--- config.mk ---
export PLATFORM = sky130hd
export DESIGN_NAME = writeback_arbiter
export DESIGN_NICKNAME = d
export VERILOG_FILES = /design/src/rtl/writeback_arbiter.sv
export SDC_FILE = /design/constraint.sdc
export NUM_CORES = 1
export LEC_CHECK = 0
export ABC_CLOCK_PERIOD_IN_PS = 7500
export BUFFER_PORTS_ARGS = -buffer_cell sky130_fd_sc_hd__buf_2
export CORE_AREA = 2 2 161 163
export DETAILED_ROUTE_END_ITERATION = 12
export DIE_AREA = 0 0 163 165
export GPL_ROUTABILITY_DRIVEN = 0
export GPL_TIMING_DRIVEN = 0
export PLACE_DENSITY = 0.62
export SYNTH_ARGS = -nofsm -noshare
export SYNTH_HDL_FRONTEND = slang
export SYNTH_HIERARCHICAL = 1
export SYNTH_SLANG_ARGS = --single-unit
--- constraint.sdc ---
create_clock -name clk -period 7.5 [get_ports clk]
set_clock_uncertainty 0.05 [all_clocks]
set_input_delay 0.375 -clock clk [delete_from_list [all_inputs] [get_ports clk]]
set_output_delay 0.375 -clock clk [all_outputs]
set_load 0.01 [all_outputs]
--- src/rtl/writeback_arbiter.sv ---
// Two-source writeback arbiter: src0/src1 requests share a circular queue that
// drains one register-file write per cycle in arrival order, with hazard lookup.
module writeback_query #(
  parameter int DEPTH = 4
) (
  input  logic [2:0]             q_addr,
  input  logic [DEPTH-1:0][2:0]  ent_addr,
  input  logic [DEPTH-1:0]       occ,
  input  logic                   rf_we,
  input  logic [2:0]             rf_wa,
  output logic                   pending
);
  always_comb begin
    pending = 1'b0;
    if (q_addr != 3'b111) begin
      if (rf_we && (rf_wa == q_addr)) pending = 1'b1;
      for (int i = 0; i < DEPTH; i++)
        if (occ[i] && (ent_addr[i] == q_addr)) pending = 1'b1;
    end
  end
endmodule

module writeback_arbiter #(
  parameter int DEPTH = 4
) (
  input  logic                      clk,
  input  logic                      reset,
  input  logic                      src0_valid,
  input  logic [2:0]                src0_addr,
  input  logic [31:0]               src0_data,
  output logic                      src0_ready,
  input  logic                      src1_valid,
  input  logic [2:0]                src1_addr,
  input  logic [31:0]               src1_data,
  output logic                      src1_ready,
  output logic                      rf_we,
  output logic [2:0]                rf_wa,
  output logic [31:0]               rf_wd,
  input  logic [2:0]                q_addr1,
  input  logic [2:0]                q_addr2,
  output logic                      q_pending1,
  output logic                      q_pending2,
  output logic [$clog2(DEPTH):0]    count
);
  localparam int          AW       = $clog2(DEPTH);
  localparam int          NUM_Q    = 2;
  localparam logic [2:0]  PC_ALIAS = 3'b111;
  localparam logic [AW:0] DEPTH_C  = (AW+1)'(DEPTH);

  typedef struct packed {
    logic [2:0]  addr;
    logic [31:0] data;
  } wb_ent_t;

  wb_ent_t [DEPTH-1:0]      mem;
  logic [AW-1:0]            head, tail;
  logic                     acc0, acc1, en0, en1, pop;
  logic [DEPTH-1:0][2:0]    ent_addr;
  logic [DEPTH-1:0]         occ;
  logic [NUM_Q-1:0][2:0]    q_addr_v;
  logic [NUM_Q-1:0]         q_pend_v;

  // Readiness looks only at registered occupancy, never at this cycle's pop.
  assign src0_ready = !reset && (count < DEPTH_C);
  assign src1_ready = !reset && ((count + {{AW{1'b0}}, acc0}) < DEPTH_C);
  assign acc0 = src0_valid & src0_ready;
  assign acc1 = src1_valid & src1_ready;
  assign en0  = acc0 && (src0_addr != PC_ALIAS);
  assign en1  = acc1 && (src1_addr != PC_ALIAS);
  assign pop  = (count != '0);

  always_ff @(posedge clk) begin
    if (reset) begin
      head  <= '0;
      tail  <= '0;
      count <= '0;
      rf_we <= 1'b0;
      rf_wa <= '0;
      rf_wd <= '0;
    end else begin
      rf_we <= pop;
      if (pop) begin
        rf_wa <= mem[head].addr;
        rf_wd <= mem[head].data;
        head  <= head + AW'(1);
      end
      tail  <= tail + AW'(en0) + AW'(en1);
      count <= count + {{AW{1'b0}}, en0} + {{AW{1'b0}}, en1} - {{AW{1'b0}}, pop};
    end
  end

  // src0 takes the lower slot so it drains first.
  always_ff @(posedge clk) begin
    if (en0) mem[tail] <= '{addr: src0_addr, data: src0_data};
    if (en1) mem[tail + AW'(en0)] <= '{addr: src1_addr, data: src1_data};
  end

  genvar i;
  generate
    for (i = 0; i < DEPTH; i++) begin : g_ent
      assign ent_addr[i] = mem[i].addr;
      assign occ[i]      = ({1'b0, (AW'(i) - head)} < count);
    end
  endgenerate

  assign q_addr_v = {q_addr2, q_addr1};

  generate
    for (i = 0; i < NUM_Q; i++) begin : g_q
      writeback_query #(.DEPTH(DEPTH)) u_query (
        .q_addr   (q_addr_v[i]),
        .ent_addr (ent_addr),
        .occ      (occ),
        .rf_we    (rf_we),
        .rf_wa    (rf_wa),
        .pending  (q_pend_v[i])
      );
    end
  endgenerate

  assign q_pending1 = q_pend_v[0];
  assign q_pending2 = q_pend_v[1];
endmodule

# After elaboration in Yosys (flattened, before gate mapping)
# Index checks and enable logic that the tools add are counted.
dict set report op_classes {
  add_sub_neg 11
  reduce_logical 18
  n_eq_ne 14
  bitwise 2
  magnitude_cmp 11
  n_mux 22
}
# operator count
set op_table {}
lappend op_table {{140-bit bitwise mux} 2}
lappend op_table {{140-bit two-way mux} 2}
lappend op_table {{35-bit demux with 2-bit select} 2}
lappend op_table {{35-bit two-way mux} 3}
lappend op_table {{35-bit binary-select mux with 2-bit select} 1}
lappend op_table {{3-bit equality test} 10}
lappend op_table {{1-bit logical AND} 16}
lappend op_table {{2-bit by 3-bit less-than comparator with 1-bit output} 4}
lappend op_table {{1-bit two-way mux} 12}
lappend op_table {{3-bit inequality test (second input constant)} 4}
lappend op_table {{3-bit by 1-bit adder with 3-bit output} 3}
lappend op_table {{2-bit by 3-bit less-than comparator with 1-bit output (second input constant)} 3}
lappend op_table {{3-bit less-than comparator (second input constant)} 2}
lappend op_table {{2-bit by 1-bit adder with 2-bit output} 2}
lappend op_table {{2-bit by 1-bit >= comparator with 1-bit output (second input constant)} 2}
lappend op_table {{1-bit by 2-bit subtractor with 2-bit output (first input constant)} 2}
lappend op_table {{2-bit subtractor (first input constant)} 2}
lappend op_table {{3-bit nonzero test} 1}
lappend op_table {{3-bit by 1-bit subtractor with 3-bit output} 1}
lappend op_table {{2-bit by 1-bit adder with 2-bit output (second input constant)} 1}
lappend op_table {{1-bit bitwise AND} 2}
lappend op_table {{1-bit zero test} 1}
dict set report totals {
  ff_bits 183
  input_bits 80
  out_inout_bits 43
  word_cells 92
}

# Logic depth before layout (Yosys ltp)
dict set report depth {
  word_depth 11
  ltp_mapped 11
  mapped_depth_nobuf 9
}

# Modules after synthesis
# The synthesis kept the hierarchy.
# module seq_area_each_um2 area_per_inst_um2 cells_per_inst instances
set modules_own_cells {}
lappend modules_own_cells {writeback_arbiter 3663.5 8201.6 1032 1}
lappend modules_own_cells {writeback_query 0.0 214.0 25 2}

# Least setup slack after synthesis
# OpenSTA, ideal clock, no wires.
dict set report synth_timing {
  kind {flip-flop to flip-flop}
  startpoint {register count[2]}
  endpoint {register count[1]}
  period_less_slack_ns 2.621
  arrival_ns 2.450
  path_stages_with_launch 10
  path_buffers 2
  slack_ns 4.879
  required_ns 7.330
  setup_ns 0.120
  cell_sequence {dfxtp_1 > buf_4 > nor3_2 > inv_1 > clkbuf_1 > ha_1 > fa_1 > inv_1 > fa_1 > nor2b_1}
}
dict set report synth_between {
  elab_cells_between_ends 13
  classes_between {add/sub: 4; order compare: 2; bitwise: 2; reduce/logical: 5}
}
# element line
set synth_rtl {}
lappend synth_rtl {{start: declaration} 43} ;# output logic [$clog2(DEPTH):0] count
lappend synth_rtl {{start signal: assignment} 88} ;# count <= count + {{AW{1'b0}}, en0} + {{AW{1'b0}}, en1} - {{AW{1'b0}}, pop};
lappend synth_rtl {{3-bit nonzero test} 70} ;# assign pop = (count != '0);
lappend synth_rtl {{named net pop} 57} ;# logic acc0, acc1, en0, en1, pop;
lappend synth_rtl {{3-bit by 1-bit subtractor with 3-bit output} 88}
# The timed path passes the listed nets, and every way through them passes these cells.
# A chain may end at the register's enable or synchronous reset.

# Worst setup path in the final report
dict set report layout_timing {
  startpoint {register head[1]}
  endpoint {output port q_pending1}
}
dict set report layout_between {
  elab_cells_between_ends 17
  classes_between {add/sub: 4; order compare: 4; mux: 5; reduce/logical: 4}
}
# element line
set layout_rtl {}
lappend layout_rtl {{start: declaration} 56} ;# logic [AW-1:0] head, tail;
lappend layout_rtl {{start signal: assignment} 85} ;# head <= head + AW'(1);
lappend layout_rtl {{1-bit by 2-bit subtractor with 2-bit output} 102} ;# assign occ[i] = ({1'b0, (AW'(i) - head)} < count);
lappend layout_rtl {{2-bit by 3-bit less-than comparator with 1-bit output} 102}
lappend layout_rtl {{named net occ[1]} 59} ;# logic [DEPTH-1:0] occ;
lappend layout_rtl {{1-bit logical AND} 18} ;# if (occ[i] && (ent_addr[i] == q_addr)) pending = 1'b1;
lappend layout_rtl {{1-bit two-way mux (3 in a row)} 18}
lappend layout_rtl {{1-bit two-way mux} 15} ;# if (q_addr != 3'b111) begin
lappend layout_rtl {{end: declaration} 41} ;# output logic q_pending1,
# The timed path passes the listed nets, and every way through them passes these cells.

==> metrics.cfg <==
[run_status]
status = finished clean

[sta]
finalSetupViolCount = 0
max_slew_margin_pct = 34.8
worst_pin_slew_ns = 0.972
fin_crit_sh_pct = 47.3
finalSetupTns_ns = 0
drv_slew = 0
hold_ws_ns = 0.170
min_period_ns = 3.55
rsz0062_at_grt = false
setup_slack_ns = 3.95
fmax_mhz = 282
hold_violations = 0

[global_route]
overflow = 0
grt_pass1_wl_um = 43600
grt_max_degree = 17
antenna_found_initial = 3
busiest_layer = met2
grt_use_met2_pct = 34.7
grt_pass1_vias = 7876
grt_use_met1_pct = 27.4
use_met3_pct = 3.64
track_usage_pct = 21.2

[detailed_routing]
viasPerCell = 5.28
drc = 0
dr.first_iter.drc_count = 932
dr.pass1.iters = 5
via_count = 8244
drtAntennaViolNets = 0
wirelength_um = 28000
wl_per_cell_um = 18.0

[clock_tree]
cts_tree = yes
ctsHoldBuffers = 0
cts.clk_slew.worst_paths_ns = 0.08
cts.sinks = 183
clk_latency_ns = 0.44
cts_resized = 0
cts_buffers = 17
clockBufferDepth = 2
root_buffer = clkbuf_16
cts_htree_levels = 4
post_cts_buffers = 0

[critical_path]
path_common_cell = buf_2
cp-start-kind = flop
worst_path_largest_cell_delay_ns = 0.65
setup.worst_path.end_class = output pin
critPathSlowestCell = buf_1
crit_chain = buf_2 -> buf_1 -> inv_1 -> ha_1 -> a21oi_1 -> o21bai_1 -> nand4_1 -> and4_1 -> a32oi_1 -> buf_2
critPathTopFamily = buffers and inverters
cp_max_fo = 10
critPathKind = reg2out
cp_data_arrival_time_ns = 3.13
required_ns = 7.07
cp.buffers_inverters = 4

[synth]
synth_area_sq_um = 8630
yosysWarnings = 6
ys_seq_elements = 183
synth.largest_area_cell = dfxtp_1
syn_inst = 1082
synth_edf_count = 0
yosysTopAreaCellShare_pct = 42.5
ys_async_sr_fraction_pct = 0
ys_seq_area_share_pct = 42.5
synth_ff_type = dfxtp_1
synth_cell_type_count = 31
ys_top_cells_by_area = dfxtp_1, nand2_1, a31oi_1, mux4_2, nor2_1
synth.avg_cell_area_sq_um = 7.98
synth_nets = 1171

[floorplanning]
dieArea_sq_um = 26900
die_h_um = 165
die_w_um = 163
coreArea_sq_um = 25000
rows = 58
io_pins = 123
initial_core_util_pct = 34.5

[power_and_ir_drop]
p_total_mw = 4.46
p_leak_nw = 4.22
p_per_area_nw_per_um2 = 438
max-vdd-ir-drop_v = 0.000156

[layout]
drive_gt1_share_pct = 17.4
regArea_sq_um = 3660
final_nets = 1304
syn_to_final_growth_pct = 18.2
num-fill-cells = 2591
stdcell_count = 1561
multi_input_area_sq_um = 4540

[placed_design]
io_buffers = 114
placed_cells = 1526
dpl.hpwl_um = 19800
place_ws_ns = 4.20

[min_path]
min_path_type = in2reg

[job]
maxCapViolCount = 0

==> logic make-up (layout without fill, tap and decap cells) <==
family / count (synthesis) / count (layout) / share of synthesized area [%]
muxes: 35 / 35 / 9.13
xor gates and xnor gates: 37 / 37 / 3.76
buffers and inverters: 94 / 240 / 4.89
adders and majority gates: 9 / 9 / 1.48
DFF: 183 / 183 / 42.5
and+or+nand+nor: 541 / 541 / 25.3
other: 0 / 3 / 0
AOI/OAI and AO/OA: 183 / 183 / 13.0
==> layout by cell type (no fill, tap or decap), types with 14 or more instances in the layout <==
master | Yosys | final
nor2_1 | 147 | 147
dfxtp_1 | 183 | 183
a21oi_1 | 39 | 39
nand4_1 | 14 | 14
mux4_2 | 35 | 35
nand2_1 | 352 | 352
xnor2_1 | 36 | 36
a31oi_1 | 140 | 140
buf_2 | 16 | 130
clkbuf_16 | 0 | 17
clkbuf_1 | 61 | 61
==> final timing paths <==
check	startpoint	endpoint	slack, ns	depth (start not counted)
max	head[1]	q_pending1	3.95	10
min	src0_data[8]	mem[43]	0.17	3
max reg2reg	count[2]	count[1]	4.27	9
min reg2reg	rf_wd[19]	rf_wd[19]	0.40	2
==> sequential cells by signal, summed over array words and instances, names as in the netlist <==
signal,cells
count,3
ent_addr,12
head,2
mem,128
rf_wa,3
rf_wd,32
rf_we,1
tail,2
==> area by class of cell <==
cell class | instances | area share (%)
diodes | 3 | 0.0736
plain buffers | 85 | 3.80
clock buffers | 20 | 4.58
clock inverters | 12 | 1.12
inverters | 9 | 0.331
multi-input cells | 805 | 44.5
flip-flops and latches | 183 | 35.9
well taps | 330 | 4.05
repair buffers | 114 | 5.59
==> cell usage after synthesis (7+ instances only) <==
| cell | number |
|---|---|
| nand2_1 | 352 |
| dfxtp_1 | 183 |
| nor2_1 | 147 |
| a31oi_1 | 140 |
| clkbuf_1 | 61 |
| a21oi_1 | 39 |
| xnor2_1 | 36 |
| mux4_2 | 35 |
| buf_2 | 16 |
| nand4_1 | 14 |
| inv_1 | 9 |
| ha_1 | 7 |
==> tightest hold or removal path: cells and delay by family <==
family / cells / cell delay, ns
AND/OR/NAND/NOR: 1 / 0.06
AO/OA/AOI/OAI: 1 / 0.07
buffers and inverters: 1 / 0.12
==> power breakdown <==
part | internal [mW] | switching [mW] | leakage, nW
Clock | 0.488 | 0.408 | 0.276
Combinational | 0.855 | 0.933 | 2.42
Sequential | 1.48 | 0.297 | 1.53
==> metal layers <==
metal / part of all wire [%] / up-vias / routed length [um]
li1: - / 3952 / -
met1: 43 / 3939 / 12100
met2: 47 / 301 / 13300
met3: 6.5 / 52 / 1820
met4: 2.9 / 0 / 805
met5: 0 / - / 0
==> per-stage QoR <==
step           instance area (sq um)  util (%)
6_report                       10200      40.7
4_1_cts                        10200      40.7
3_3_place_gp                    9610      38.4
5_1_grt                        10200      40.7
2_1_floorplan                   8630         -
3_5_place_dp                    9610      38.4
No activity file was read; power rests on OpenSTA's default activity.
